<file path="src/rtl/wb_mtimer_if.sv">
// Wishbone pipelined bus bundle between the data-side interconnect and the
// machine timer slave.
interface wb_mtimer_if;
  logic        wb_cyc_i;
  logic        wb_stb_i;
  logic        wb_we_i;
  logic [31:0] wb_adr_i;
  logic [31:0] wb_dat_i;
  logic [3:0]  wb_sel_i;
  logic        wb_stall_o;
  logic        wb_ack_o;
  logic [31:0] wb_dat_o;
  logic        wb_err_o;

  modport master (
    output wb_cyc_i, wb_stb_i, wb_we_i, wb_adr_i, wb_dat_i, wb_sel_i,
    input  wb_stall_o, wb_ack_o, wb_dat_o, wb_err_o
  );

  modport slave (
    input  wb_cyc_i, wb_stb_i, wb_we_i, wb_adr_i, wb_dat_i, wb_sel_i,
    output wb_stall_o, wb_ack_o, wb_dat_o, wb_err_o
  );
endinterface

</file>
<file path="src/rtl/wb_mtimer.sv">
// RISC-V machine timer (mtime/mtimecmp) as a Wishbone pipelined slave.
// Define MTIMER_CTRL_EN to add the CTRL register (CNT_EN, IRQ_EN) at offset 0x10.
module wb_mtimer #(
  parameter int unsigned PRESCALE  = 1,
  parameter logic [63:0] CMP_RESET = 64'hFFFF_FFFF_FFFF_FFFF
) (
  input  logic       wb_clk_i,
  input  logic       wb_rst_i,
  wb_mtimer_if.slave wb,
  output logic       mtip_o
);
  localparam logic [15:0] PS_MAX = 16'(PRESCALE - 1);

  logic [63:0] mtime_q, mtime_d;
  logic [63:0] mtimecmp_q, mtimecmp_d;
  logic [15:0] ps_cnt_q, ps_cnt_d;
  logic        req_p0, adr_err_p0, wr_p0, tick_p0;
  logic [2:0]  reg_idx_p0;
  logic [31:0] rdata_p0;
  logic        cnt_en, irq_en;
  logic        vld_p1, err_p1;
  logic [31:0] dat_p1;
  logic        unused_adr;

  function automatic logic [31:0] merge_bytes(input logic [31:0] old_w,
                                              input logic [31:0] new_w,
                                              input logic [3:0]  be);
    logic [31:0] res;
    res = old_w;
    for (int i = 0; i < 4; i++) begin
      if (be[i]) res[8*i +: 8] = new_w[8*i +: 8];
    end
    return res;
  endfunction

  // Stage p0: request decode and register read on pre-update values
  assign req_p0     = wb.wb_cyc_i & wb.wb_stb_i;
  assign adr_err_p0 = |wb.wb_adr_i[1:0];
  assign reg_idx_p0 = wb.wb_adr_i[4:2];
  assign wr_p0      = req_p0 & ~adr_err_p0 & wb.wb_we_i & (|wb.wb_sel_i);
  assign unused_adr = ^wb.wb_adr_i[31:5];

`ifdef MTIMER_CTRL_EN
  logic [1:0] ctrl_q;

  always_ff @(posedge wb_clk_i) begin
    if (wb_rst_i) begin
      ctrl_q <= 2'b11;
    end else if (wr_p0 && reg_idx_p0 == 3'd4 && wb.wb_sel_i[0]) begin
      ctrl_q <= wb.wb_dat_i[1:0];
    end
  end

  assign cnt_en = ctrl_q[0];
  assign irq_en = ctrl_q[1];
`else
  assign cnt_en = 1'b1;
  assign irq_en = 1'b1;
`endif

  always_comb begin
    rdata_p0 = '0;
    case (reg_idx_p0)
      3'd0: rdata_p0 = mtime_q[31:0];
      3'd1: rdata_p0 = mtime_q[63:32];
      3'd2: rdata_p0 = mtimecmp_q[31:0];
      3'd3: rdata_p0 = mtimecmp_q[63:32];
`ifdef MTIMER_CTRL_EN
      3'd4: rdata_p0 = {30'd0, ctrl_q};
`endif
      default: rdata_p0 = '0;
    endcase
  end

  // A software write to mtime replaces the increment for the whole 64 bits
  always_comb begin
    mtime_d    = mtime_q;
    mtimecmp_d = mtimecmp_q;
    ps_cnt_d   = ps_cnt_q;
    tick_p0    = cnt_en && (ps_cnt_q == PS_MAX);
    if (cnt_en) ps_cnt_d = tick_p0 ? 16'd0 : ps_cnt_q + 16'd1;
    if (tick_p0) mtime_d = mtime_q + 64'd1;
    if (wr_p0) begin
      case (reg_idx_p0)
        3'd0: mtime_d = {mtime_q[63:32],
                         merge_bytes(mtime_q[31:0], wb.wb_dat_i, wb.wb_sel_i)};
        3'd1: mtime_d = {merge_bytes(mtime_q[63:32], wb.wb_dat_i, wb.wb_sel_i),
                         mtime_q[31:0]};
        3'd2: mtimecmp_d = {mtimecmp_q[63:32],
                            merge_bytes(mtimecmp_q[31:0], wb.wb_dat_i, wb.wb_sel_i)};
        3'd3: mtimecmp_d = {merge_bytes(mtimecmp_q[63:32], wb.wb_dat_i, wb.wb_sel_i),
                            mtimecmp_q[31:0]};
        default: ;
      endcase
    end
  end

  // Stage p1: registered state, response and interrupt
  always_ff @(posedge wb_clk_i) begin
    if (wb_rst_i) begin
      mtime_q    <= '0;
      mtimecmp_q <= CMP_RESET;
      ps_cnt_q   <= '0;
      vld_p1     <= 1'b0;
      err_p1     <= 1'b0;
      dat_p1     <= '0;
      mtip_o     <= 1'b0;
    end else begin
      mtime_q    <= mtime_d;
      mtimecmp_q <= mtimecmp_d;
      ps_cnt_q   <= ps_cnt_d;
      vld_p1     <= req_p0 & ~adr_err_p0;
      err_p1     <= req_p0 & adr_err_p0;
      dat_p1     <= (req_p0 && !adr_err_p0) ? rdata_p0 : 32'd0;
      mtip_o     <= (mtime_q >= mtimecmp_q) && irq_en;
    end
  end

  assign wb.wb_stall_o = 1'b0;
  assign wb.wb_ack_o   = vld_p1;
  assign wb.wb_err_o   = err_p1;
  assign wb.wb_dat_o   = dat_p1;
endmodule

</file>
<file path="src/flat_wrapper.sv">
// flat-port wrapper written by rule: the top's interface ports become plain ports
module wb_mtimer_flat 
#(
  parameter int unsigned PRESCALE  = 1,
  parameter logic [63:0] CMP_RESET = 64'hFFFF_FFFF_FFFF_FFFF
)
  (wb_clk_i, wb_rst_i, mtip_o, wb_wb_cyc_i, wb_wb_stb_i, wb_wb_we_i, wb_wb_adr_i, wb_wb_dat_i, wb_wb_sel_i, wb_wb_stall_o, wb_wb_ack_o, wb_wb_dat_o, wb_wb_err_o);
  wb_mtimer_if wb_i ();
  input  logic wb_clk_i;
  input  logic wb_rst_i;
  output logic mtip_o;
  input wire logic [$bits(wb_i.wb_cyc_i)-1:0] wb_wb_cyc_i;
  input wire logic [$bits(wb_i.wb_stb_i)-1:0] wb_wb_stb_i;
  input wire logic [$bits(wb_i.wb_we_i)-1:0] wb_wb_we_i;
  input wire logic [$bits(wb_i.wb_adr_i)-1:0] wb_wb_adr_i;
  input wire logic [$bits(wb_i.wb_dat_i)-1:0] wb_wb_dat_i;
  input wire logic [$bits(wb_i.wb_sel_i)-1:0] wb_wb_sel_i;
  output wire logic [$bits(wb_i.wb_stall_o)-1:0] wb_wb_stall_o;
  output wire logic [$bits(wb_i.wb_ack_o)-1:0] wb_wb_ack_o;
  output wire logic [$bits(wb_i.wb_dat_o)-1:0] wb_wb_dat_o;
  output wire logic [$bits(wb_i.wb_err_o)-1:0] wb_wb_err_o;
  assign wb_i.wb_cyc_i = wb_wb_cyc_i;
  assign wb_i.wb_stb_i = wb_wb_stb_i;
  assign wb_i.wb_we_i = wb_wb_we_i;
  assign wb_i.wb_adr_i = wb_wb_adr_i;
  assign wb_i.wb_dat_i = wb_wb_dat_i;
  assign wb_i.wb_sel_i = wb_wb_sel_i;
  assign wb_wb_stall_o = wb_i.wb_stall_o;
  assign wb_wb_ack_o = wb_i.wb_ack_o;
  assign wb_wb_dat_o = wb_i.wb_dat_o;
  assign wb_wb_err_o = wb_i.wb_err_o;
  wb_mtimer #(.PRESCALE(PRESCALE), .CMP_RESET(CMP_RESET)) u_core (.wb_clk_i(wb_clk_i), .wb_rst_i(wb_rst_i), .wb(wb_i), .mtip_o(mtip_o));
endmodule
</file>
<file path="config.mk">
export PLATFORM = sky130hd
export DESIGN_NAME = wb_mtimer_flat
export DESIGN_NICKNAME = d
export VERILOG_FILES = /design/src/rtl/wb_mtimer_if.sv /design/src/rtl/wb_mtimer.sv /design/src/flat_wrapper.sv
export SDC_FILE = /design/constraint.sdc
export NUM_CORES = 1
export LEC_CHECK = 0
export CAP_MARGIN = 20
export CORE_UTILIZATION = 50
export DETAILED_ROUTE_END_ITERATION = 10
export HOLD_SLACK_MARGIN = 0.03
export PLACE_DENSITY = 0.76
export RECOVER_POWER = 50
export SKIP_CTS_REPAIR_TIMING = 1
export SLEW_MARGIN = 20
export SYNTH_ARGS = -nofsm -noshare
export SYNTH_HDL_FRONTEND = slang
export SYNTH_SLANG_ARGS = --single-unit
</file>
<file path="constraint.sdc">
create_clock -name wb_clk_i -period 7.18 [get_ports wb_clk_i]
set_input_delay 1.436 -clock wb_clk_i [delete_from_list [all_inputs] [get_ports wb_clk_i]]
set_output_delay 1.436 -clock wb_clk_i [all_outputs]
set_load 0.01 [all_outputs]
</file>
==> results of run 1 <==
-- kinds of logic (layout without fill, tap and decap cells) --
logic type,after synthesis,in the layout,share of synthesized area (%)
XOR/XNOR,36,36,3.04
multiplexers,43,43,4.45
other,1,1,0.0361
flip-flops,179,179,34.5
buffers and inverters,154,207,6.11
AND/OR/NAND/NOR,497,497,24.0
AO/OA/AOI/OAI,290,290,19.8
adder cells (fa/ha/maj),67,67,8.07
-- stage by stage --
step	cells	cell area, sq um	setup WS (ns)	util (%)
final	1590	11900	1.92	58.5
after global routing	1590	11900	1.90	58.5
after CTS	1590	11900	3.14	58.5
after detailed placement	1558	11300	2.69	55.6
after global placement	1558	11300	2.77	55.6
after floorplan	1267	10400	3.68	-
-- layout by cell type (no fill, tap or decap), types with 6 or more instances in the layout --
master,n
nand3_1,45
o211ai_1,70
mux2i_1,18
dlygate4sd3_1,37
a211oi_1,20
a21oi_1,43
o31ai_1,6
and3_1,25
mux2_2,25
clkbuf_16,17
dfxtp_1,179
nor4_1,21
a22oi_1,7
a311oi_1,6
a31oi_1,16
inv_1,80
a222oi_1,32
buf_4,10
and4_1,8
xnor2_1,21
ha_1,67
or3_1,7
xor2_1,15
o21ai_0,39
nand4_1,42
clkbuf_1,6
clkdlybuf4s50_1,40
nand2_1,143
nor2_1,111
nor2b_1,6
nor3_1,37
o22ai_1,20
and2_1,13
-- worst max-delay path: stages --
cell and delay [ns]:
dlygate4sd3_1 0.72, or4_1 0.62, nand3_1 0.13, clkbuf_1 1.46
nor2_1 0.40, o31ai_1 0.35, o2bb2ai_1 0.11, a211oi_1 0.29
-- flip-flops by register name (all words and copies together) (netlist names) --
name                count
u_core.mtimecmp_q      64
u_core.mtime_q         64
u_core.mtip_o           1
u_core.wb.wb_err_o      1
u_core.ps_cnt_q        16
u_core.wb.wb_dat_o     32
u_core.wb.wb_ack_o      1
-- path summary, 6_finish.rpt --
kind,to,from,slack [ns]
hold / removal,u_core.ps_cnt_q[0],u_core.ps_cnt_q[0],0.48
setup / recovery,u_core.mtime_q[2],wb_wb_sel_i[0],1.92
hold reg to reg,u_core.ps_cnt_q[0],u_core.ps_cnt_q[0],0.48
setup reg to reg,u_core.mtime_q[59],u_core.mtime_q[15],4.05
-- metal layers --
layer | vias to the layer above | track usage (%) | share of wire, %
met5 | - | 0 | 0
met4 | 0 | 13.1 | 3.4
met3 | 90 | 5.25 | 10
met2 | 603 | 46.3 | 44
met1 | 4808 | 40.9 | 42
li1 | 4791 | - | -
-- cell type report --
cell class	instances	share of cell area [%]
timing repair buffer	94	7.38
multi-input combinational	934	52.1
clock inverter	11	1.08
sequential	179	30.2
clock buffer	21	3.88
inverter	81	2.56
tap	270	2.85
-- power groups by stage --
stage / clock (uW) / sequential [uW] / combinational, uW
after floorplan: 0 / 1020 / 75.0
after global placement: 0 / 1030 / 139
after detailed placement: 0 / 1030 / 139
after CTS: 956 / 1000 / 140
after global routing: 1000 / 1000 / 151
final: 950 / 1000 / 143
==> results.sh, run 1 <==
export IMPL_synth_top_cells_by_area="dfxtp_1 (35%), ha_1 (8.1%), nand2_1 (5.2%), o211ai_1 (5.1%), nor2_1 (4.0%)"
export IMPL_clock_power_share_pct=45.3
export IMPL_htree_levels=4
export IMPL_numCtsBuffers=17
export IMPL_grt_pass1_wl_um=50600
export IMPL_maxSlewHeadroom_pct=-62.5
export IMPL_switchingPower_uw=507
export IMPL_hold_viol_final=0
export IMPL_synth_most_common_cell="dfxtp_1"
export IMPL_grt_max_degree=75
export IMPL_drtPass1Iterations=8
export IMPL_clk_pin_slew_ns=0.07
export IMPL_r2r_cells=6
export IMPL_wl_per_cell_um=20.2
export IMPL_worstSkewPairLatency_ns=0.43
export IMPL_diodes=0
export IMPL_synth_top_area_cell="dfxtp_1"
export IMPL_critical_path_peak_fanout=40
export IMPL_powerDensity_nw_per_um2=177
export IMPL_worst_pin_slew_ns=2.44
export IMPL_violations="capacitance limit, slew limit"
export IMPL_grt_overflow=0
export IMPL_vias=10292
export IMPL_startpoint_type="primary input"
export IMPL_irDropWorstVdd_uv=137
export IMPL_syn_inst=1267
export IMPL_layout_nets=1447
export IMPL_sw_frac_of_total_pct=24.2
export IMPL_dieArea_sq_um=21300
export IMPL_synth_ff_latch_count=179
export IMPL_totalWireLength_um=32100
export IMPL_synth_common_cells="dfxtp_1 (179), nand2_1 (143), nor2_1 (112), inv_1 (81), o211ai_1 (70)"
export IMPL_grt_total_usage_pct=29.9
export IMPL_fmax_mhz=190
export IMPL_rsz0062_at_grt="false"
export IMPL_cp_data_required_time_ns=7.48
export IMPL_cts_tree="yes"
export IMPL_synth_cell_types=73
export IMPL_hpwl_um=22200
export IMPL_setup_viol=0
export IMPL_total_power_uw=2100
export IMPL_synth_seq_area_share_pct=34.5
export IMPL_power_frac_seq_pct=47.8
export IMPL_clock_sinks=179
export IMPL_core_area_sq_um=20300
export IMPL_cts_root_buf="clkbuf_16"
export IMPL_ios=109
export IMPL_min_period_ns=5.26
export IMPL_routabilityCongestion=0.944
export IMPL_die_y_um=146
export IMPL_die_w_um=146
export IMPL_synthArstFlopShare_pct=0
export IMPL_drt_iter0_drc=1285
export IMPL_setup_tns_ns=0
export IMPL_remaining_drc_errors=0
export IMPL_hold_ws_ns=0.483
export IMPL_p_leak_uw=0.00482
export IMPL_period_share_pct=73.3
export IMPL_whs_path_depth=1
export IMPL_synth_area_sq_um=10400
export IMPL_status="finished with violations"
export IMPL_synth_top_area_share_pct=34.5
export IMPL_worstSetupEndpointType="flop"
export IMPL_synth_flop_cell="dfxtp_1"
export IMPL_pwr_share_comb_pct=6.8
export IMPL_timing_clock_skew_ns=0.00804
export IMPL_route_antenna_remaining_nets=0
export IMPL_fp_row_count=52
export IMPL_multi_input_area_sq_um=6180
export IMPL_seq_area_sq_um=3580
export IMPL_critical_path_class="in -> reg"
export IMPL_cts_buffer_depth=2
export IMPL_nFillCells=1807
export IMPL_syn_num_nets=1407
export IMPL_syn_area_per_cell_sq_um=8.20
export IMPL_hold_class="reg -> reg"
export IMPL_worstPathArrival_ns=5.56
export IMPL_maxSlewViolCount=121
export IMPL_antenna_found_initial=0
export IMPL_p_int_uw=1590
export IMPL_start_util_pct=51.2
export IMPL_ys_warn_count=0
export IMPL_drv_cap=3
export IMPL_first_global_vias=9322
export IMPL_via_per_inst=6.47
export IMPL_area_growth_pct=14.3
export IMPL_synth_edf_count=0
export IMPL_drive_above_1_share_pct=6.67
export IMPL_port_buffers=80
Power figures use the tool's default switching activity.
==> run 2: changes to the inputs <==
Settings changed: PLACE_DENSITY 0.76 to 0.79.
Clock period 7.18 ns to 4.7 ns, I/O delays scaled along.
==> run 2 against run 1 <==
Compared with the run above:
- the flow now finishes without violations
- final cell count rose by 0.44%
- sequential power is 53% higher
- register-to-register slack lost 2.7 ns
- non-clock buffer count grew 10
- power is 51% higher
- clock skew barely moved
- via count rose by 0.95%
- clock power rose by 48%
- final area grew 0.12%
- wire length increased by 2.2%
- worst hold slack better by 0.010 ns
- critical path type unchanged
- highest routed layer unchanged
==> results.sh, run 2 (synthesized netlist as in run 1, its figures left out) <==
export IMPL_status="complete, no violations"
export IMPL_cp_top_family="simple AND/OR/NAND/NOR gates"
export IMPL_drt_iter0_drc=1290
export IMPL_crit_cells=9
export IMPL_min_period_ns=3.48
export IMPL_totalWireLength_um=32800
export IMPL_p_int_uw=2420
export IMPL_route_antenna_remaining_nets=0
export IMPL_power_frac_seq_pct=48.5
export IMPL_worst_pin_slew_ns=1.06
export IMPL_r2r_cells=9
export IMPL_cp_num_buf_inv=3
export IMPL_drtPass1Iterations=6
export IMPL_r2r_slack_ns=1.37
export IMPL_pwr_share_comb_pct=6.9
export IMPL_rsz0062_at_grt="false"
export IMPL_htree_levels=4
export IMPL_die_y_um=146
export IMPL_via_per_inst=6.51
export IMPL_first_global_vias=9312
export IMPL_busiest_layer="met2"
export IMPL_timing_rr_end="u_core.mtime_q[24]"
export IMPL_multi_input_area_sq_um=6160
export IMPL_grt_pass1_wl_um=51300
export IMPL_grt_total_usage_pct=30.6
export IMPL_clock_sinks=179
export IMPL_crit_top_cell="clkbuf_1"
export IMPL_final_common_cell="dfxtp_1"
export IMPL_nFillCells=1856
export IMPL_antenna_found_initial=0
export IMPL_holdPathEnd="u_core.ps_cnt_q[0]"
export IMPL_hold_class="reg -> reg"
export IMPL_critical_path_class="in -> reg"
export IMPL_cpPeakStageDelay_ns=0.67
export IMPL_hpwl_um=23300
export IMPL_grt_max_degree=44
export IMPL_cp_slowest_cell="and2_0"
export IMPL_setup_viol=0
export IMPL_clk_pin_slew_ns=0.06
export IMPL_critical_path_cell_chain="dlygate4sd3_1 > nor3b_1 > clkbuf_1 > nand3_1 > nor4bb_1 > clkbuf_1 > and2_0 > nand2_1 > o211ai_1"
export IMPL_wl_per_cell_um=20.5
export IMPL_port_buffers=80
export IMPL_grtUsageMet1_pct=41.7
export IMPL_drv_cap=0
export IMPL_area_growth_pct=14.4
export IMPL_critical_path_peak_fanout=14
export IMPL_seq_area_sq_um=3580
export IMPL_vias=10390
export IMPL_r2r_start="u_core.ps_cnt_q[0]"
export IMPL_p_leak_uw=0.00485
export IMPL_worstSetupEndpointType="flop"
export IMPL_worstPathArrival_ns=3.83
export IMPL_remaining_drc_errors=0
export IMPL_dieArea_sq_um=21300
export IMPL_whs_path_depth=1
export IMPL_post_route_util_pct=58.5
export IMPL_powerDensity_nw_per_um2=266
export IMPL_period_share_pct=74.0
export IMPL_fmax_mhz=288
export IMPL_layout_common_cells="dfxtp_1 (179), nand2_1 (143), nor2_1 (111), inv_1 (80), o211ai_1 (70)"
export IMPL_cts_tree="yes"
export IMPL_maxSlewViolCount=0
export IMPL_hold_viol_final=0
export IMPL_irDropWorstVdd_uv=226
export IMPL_die_w_um=146
export IMPL_setup_tns_ns=0
export IMPL_hold_start="u_core.ps_cnt_q[0]"
export IMPL_worstSkewPairLatency_ns=0.44
export IMPL_clock_power_share_pct=44.6
export IMPL_switchingPower_uw=743
export IMPL_routabilityCongestion=0.973
export IMPL_grt_overflow=0
export IMPL_ios=109
export IMPL_numCtsBuffers=17
export IMPL_cts_buffer_depth=2
export IMPL_maxSlewHeadroom_pct=29.3
export IMPL_start_util_pct=51.2
export IMPL_layout_nets=1457
export IMPL_met2_usage_pct=46.7
export IMPL_cts_root_buf="clkbuf_16"
export IMPL_core_area_sq_um=20300
export IMPL_cp_data_required_time_ns=5.05
export IMPL_met3_usage_pct=5.88
export IMPL_timing_clock_skew_ns=0.00804
export IMPL_drive_above_1_share_pct=6.63
export IMPL_sw_frac_of_total_pct=23.5
export IMPL_startpoint_type="primary input"
export IMPL_diodes=0
export IMPL_fp_row_count=52
[run 2: changes by cell type in the layout (fill, tap and decap cells not counted), moves of 2 or more]
cell	before	now
and2_0	1	5
clkinvlp_4	3	0
and2_1	13	9
buf_4	10	19
clkbuf_1	6	10
inv_6	2	0
[run 2: final cells by class]
| cell class | instances | share of cell area (%) |
|---|---|---|
| Clock buffer | 24 | 3.97 |
| Inverter | 81 | 2.56 |
| Tap cell | 270 | 2.84 |
| Sequential cell | 179 | 30.2 |
| Clock inverter | 5 | 0.663 |
| Multi-Input combinational cell | 934 | 51.8 |
| Timing Repair Buffer | 104 | 7.97 |
[run 2: per-stage QoR]
| step | setup slack (ns) | cell area, sq um | power [uW] | instances | hold slack [ns] |
|---|---|---|---|---|---|
| final | 1.22 | 11900 | 3160 | 1597 | 0.493 |
| after global routing | 1.02 | 11900 | 3240 | 1597 | 0.509 |
| after CTS | 1.33 | 11900 | 3160 | 1597 | 0.494 |
| after detailed placement | 0.917 | 11400 | 1780 | 1568 | 0.480 |
| after global placement | 0.960 | 11400 | 1780 | 1568 | 0.459 |
| after floorplan | 1.70 | 10400 | 1680 | 1267 | 0.442 |
[run 2: metal layers]
metal | vias to the layer above | routed length (um)
met3 | 87 | 3380
met2 | 590 | 14400
met4 | 0 | 1190
met1 | 4910 | 13800
li1 | 4803 | -
met5 | - | 0
[run 2: worst max-delay path by stage]
stage,endpoint,startpoint
CTS,u_core.mtime_q[24],wb_wb_sel_i[1]
finish,u_core.mtimecmp_q[37],wb_wb_adr_i[1]
global placement,u_core.mtime_q[20],wb_wb_sel_i[1]
floorplan,u_core.mtime_q[10],wb_wb_adr_i[3]
global route,u_core.mtimecmp_q[23],wb_wb_adr_i[1]
detailed placement,u_core.mtime_q[20],wb_wb_sel_i[1]
[run 2: power by group through the flow]
stage	Sequential (uW)	Clock, uW	Combinational (uW)
after floorplan	1560	0	115
after global placement	1570	0	214
after detailed placement	1570	0	215
after CTS	1530	1410	217
after global routing	1530	1470	231
final	1530	1410	220
==> run 3: changes to the inputs <==
Clock period 4.7 ns to 2.9 ns, I/O delays scaled along.
==> run 3 against run 2 <==
Compared with the run above:
- global-route usage increased by 1.1 points
- non-clock buffer count is 69 higher
- first-iteration DRC count increased by 19%
- critical path depth is 3 lower
- critical endpoint is now u_core.mtime_q[31]
==> results.sh, run 3 (synthesized netlist as in run 1, its figures left out) <==
export IMPL_critical_path_cell_chain="and4_1 > nand4_1 > or4_2 > nor4_1 > nor3_1 > a2111oi_0"
export IMPL_hold_class="reg -> reg"
export IMPL_via_per_inst=6.42
export IMPL_nFillCells=1817
export IMPL_period_share_pct=97.2
export IMPL_maxSlewHeadroom_pct=4.19
export IMPL_drive_above_1_share_pct=11.7
export IMPL_drt_iter0_drc=1533
export IMPL_cts_tree="yes"
export IMPL_cts_buffer_depth=2
export IMPL_worstSkewPairLatency_ns=0.44
export IMPL_cpPeakStageDelay_ns=0.83
export IMPL_critical_path_class="reg -> reg"
export IMPL_grt_total_usage_pct=31.7
export IMPL_vias=10725
export IMPL_antenna_found_initial=2
export IMPL_worstSetupEndpointType="flop"
export IMPL_ios=109
export IMPL_numCtsBuffers=17
export IMPL_fmax_mhz=355
export IMPL_totalWireLength_um=33900
export IMPL_layout_nets=1526
export IMPL_fp_row_count=52
export IMPL_dpl_worst_slack_ns=-0.141
export IMPL_setup_viol=0
export IMPL_cp_slowest_cell="or4_2"
export IMPL_hold_viol_final=0
export IMPL_layout_common_cells="dfxtp_1 (179), nand2_1 (143), nor2_1 (111), inv_1 (81), buf_4 (80)"
export IMPL_min_period_ns=2.82
export IMPL_remaining_drc_errors=0
export IMPL_clock_sinks=179
export IMPL_finalNonFillerCells=1670
export IMPL_place_area_sq_um=11900
export IMPL_port_buffers=80
export IMPL_final_cell_area_sq_um=12500
export IMPL_worst_pin_slew_ns=1.44
export IMPL_first_global_vias=9932
export IMPL_final_common_cell="dfxtp_1"
export IMPL_clk_pin_slew_ns=0.07
export IMPL_placed_cells=1637
export IMPL_drv_cap=0
export IMPL_timing_clock_skew_ns=0.00935
export IMPL_hpwl_um=25000
export IMPL_grt_max_degree=33
export IMPL_worstPathArrival_ns=3.12
export IMPL_worst_slack_ns=0.0822
export IMPL_cp_num_buf_inv=0
export IMPL_grt_overflow=0
export IMPL_status="complete, no violations"
export IMPL_cp_data_required_time_ns=3.20
export IMPL_startpoint_type="flop"
export IMPL_cts_root_buf="clkbuf_16"
export IMPL_p_leak_uw=0.00522
export IMPL_critical_path_peak_fanout=6
export IMPL_route_antenna_remaining_nets=0
export IMPL_start_util_pct=51.2
export IMPL_htree_levels=4
export IMPL_area_growth_pct=20.0
export IMPL_irDropWorstVdd_uv=376
export IMPL_core_area_sq_um=20300
export IMPL_powerDensity_nw_per_um2=411
export IMPL_cp_top_family="simple AND/OR/NAND/NOR gates"
export IMPL_grt_pass1_wl_um=53200
export IMPL_die_w_um=146
export IMPL_routabilityCongestion=0.977
export IMPL_die_y_um=146
export IMPL_dieArea_sq_um=21300
export IMPL_total_power_uw=5120
export IMPL_wl_per_cell_um=20.3
export IMPL_drtPass1Iterations=6
export IMPL_maxSlewViolCount=0
export IMPL_rsz0062_at_grt="false"
run 3: cell count changes in the layout (fill, tap and decap cells not counted), sizes merged:
cell           delta
diode             +1
clkinvlp          +3
clkbuf            +5
bufinv            -1
clkinv            +1
dlygate4sd3       +1
buf              +64
clkdlybuf4s50     -1
run 3: area by class of cell:
type / instances / area, sq um / share of cell area, %
clock buffer: 24 / 492 / 3.95
antenna: 1 / 2.50 / 0.0201
timing repair buffer: 173 / 1490 / 12.0
sequential: 179 / 3580 / 28.8
inverter: 81 / 304 / 2.44
multi-input combinational: 934 / 6170 / 49.5
tap: 270 / 338 / 2.71
clock inverter: 8 / 76.3 / 0.612
run 3: power breakdown:
part / switching (uW) / total, uW / internal, uW
Clock: 988 / 2260 / 1270
Sequential: 12.0 / 2480 / 2470
Combinational: 218 / 380 / 162
Total: 1220 / 5120 / 3900
run 3: worst register-to-register path: cells and delay by family (launching register included):
| kind | cells | cell delay [ns] |
|---|---|---|
| DFF | 1 | 0.44 |
| and+or+nand+nor | 5 | 1.80 |
| AOI/OAI and AO/OA | 1 | 0.43 |
run 3: per-layer routing:
metal	GRT usage [%]	routed length, um	vias to the layer above
met5	0	0	-
met4	13.4	1200	0
met3	6.31	3540	98
met2	49.6	15000	677
met1	42.5	14200	5007
li1	-	-	4943
run 3: final timing paths:
kind                            from            endpoint  slack, ns  cells after the start
setup / recovery  u_core.mtime_q[13]  u_core.mtime_q[31]       0.08                      6
hold / removal    u_core.ps_cnt_q[0]  u_core.ps_cnt_q[0]       0.48                      1
setup reg to reg  u_core.mtime_q[13]  u_core.mtime_q[31]       0.08                      6
hold reg to reg   u_core.ps_cnt_q[0]  u_core.ps_cnt_q[0]       0.48                      1
run 3: stage by stage:
stage | hold WS, ns | TNS (ns) | utilization [%]
floorplan | 0.442 | 0 | -
detailed placement | 0.471 | -0.269 | 58.7
global route | 0.531 | 0 | 61.4
global placement | 0.458 | -0.0986 | 58.7
CTS | 0.486 | 0 | 61.5
finish | 0.480 | 0 | 61.4
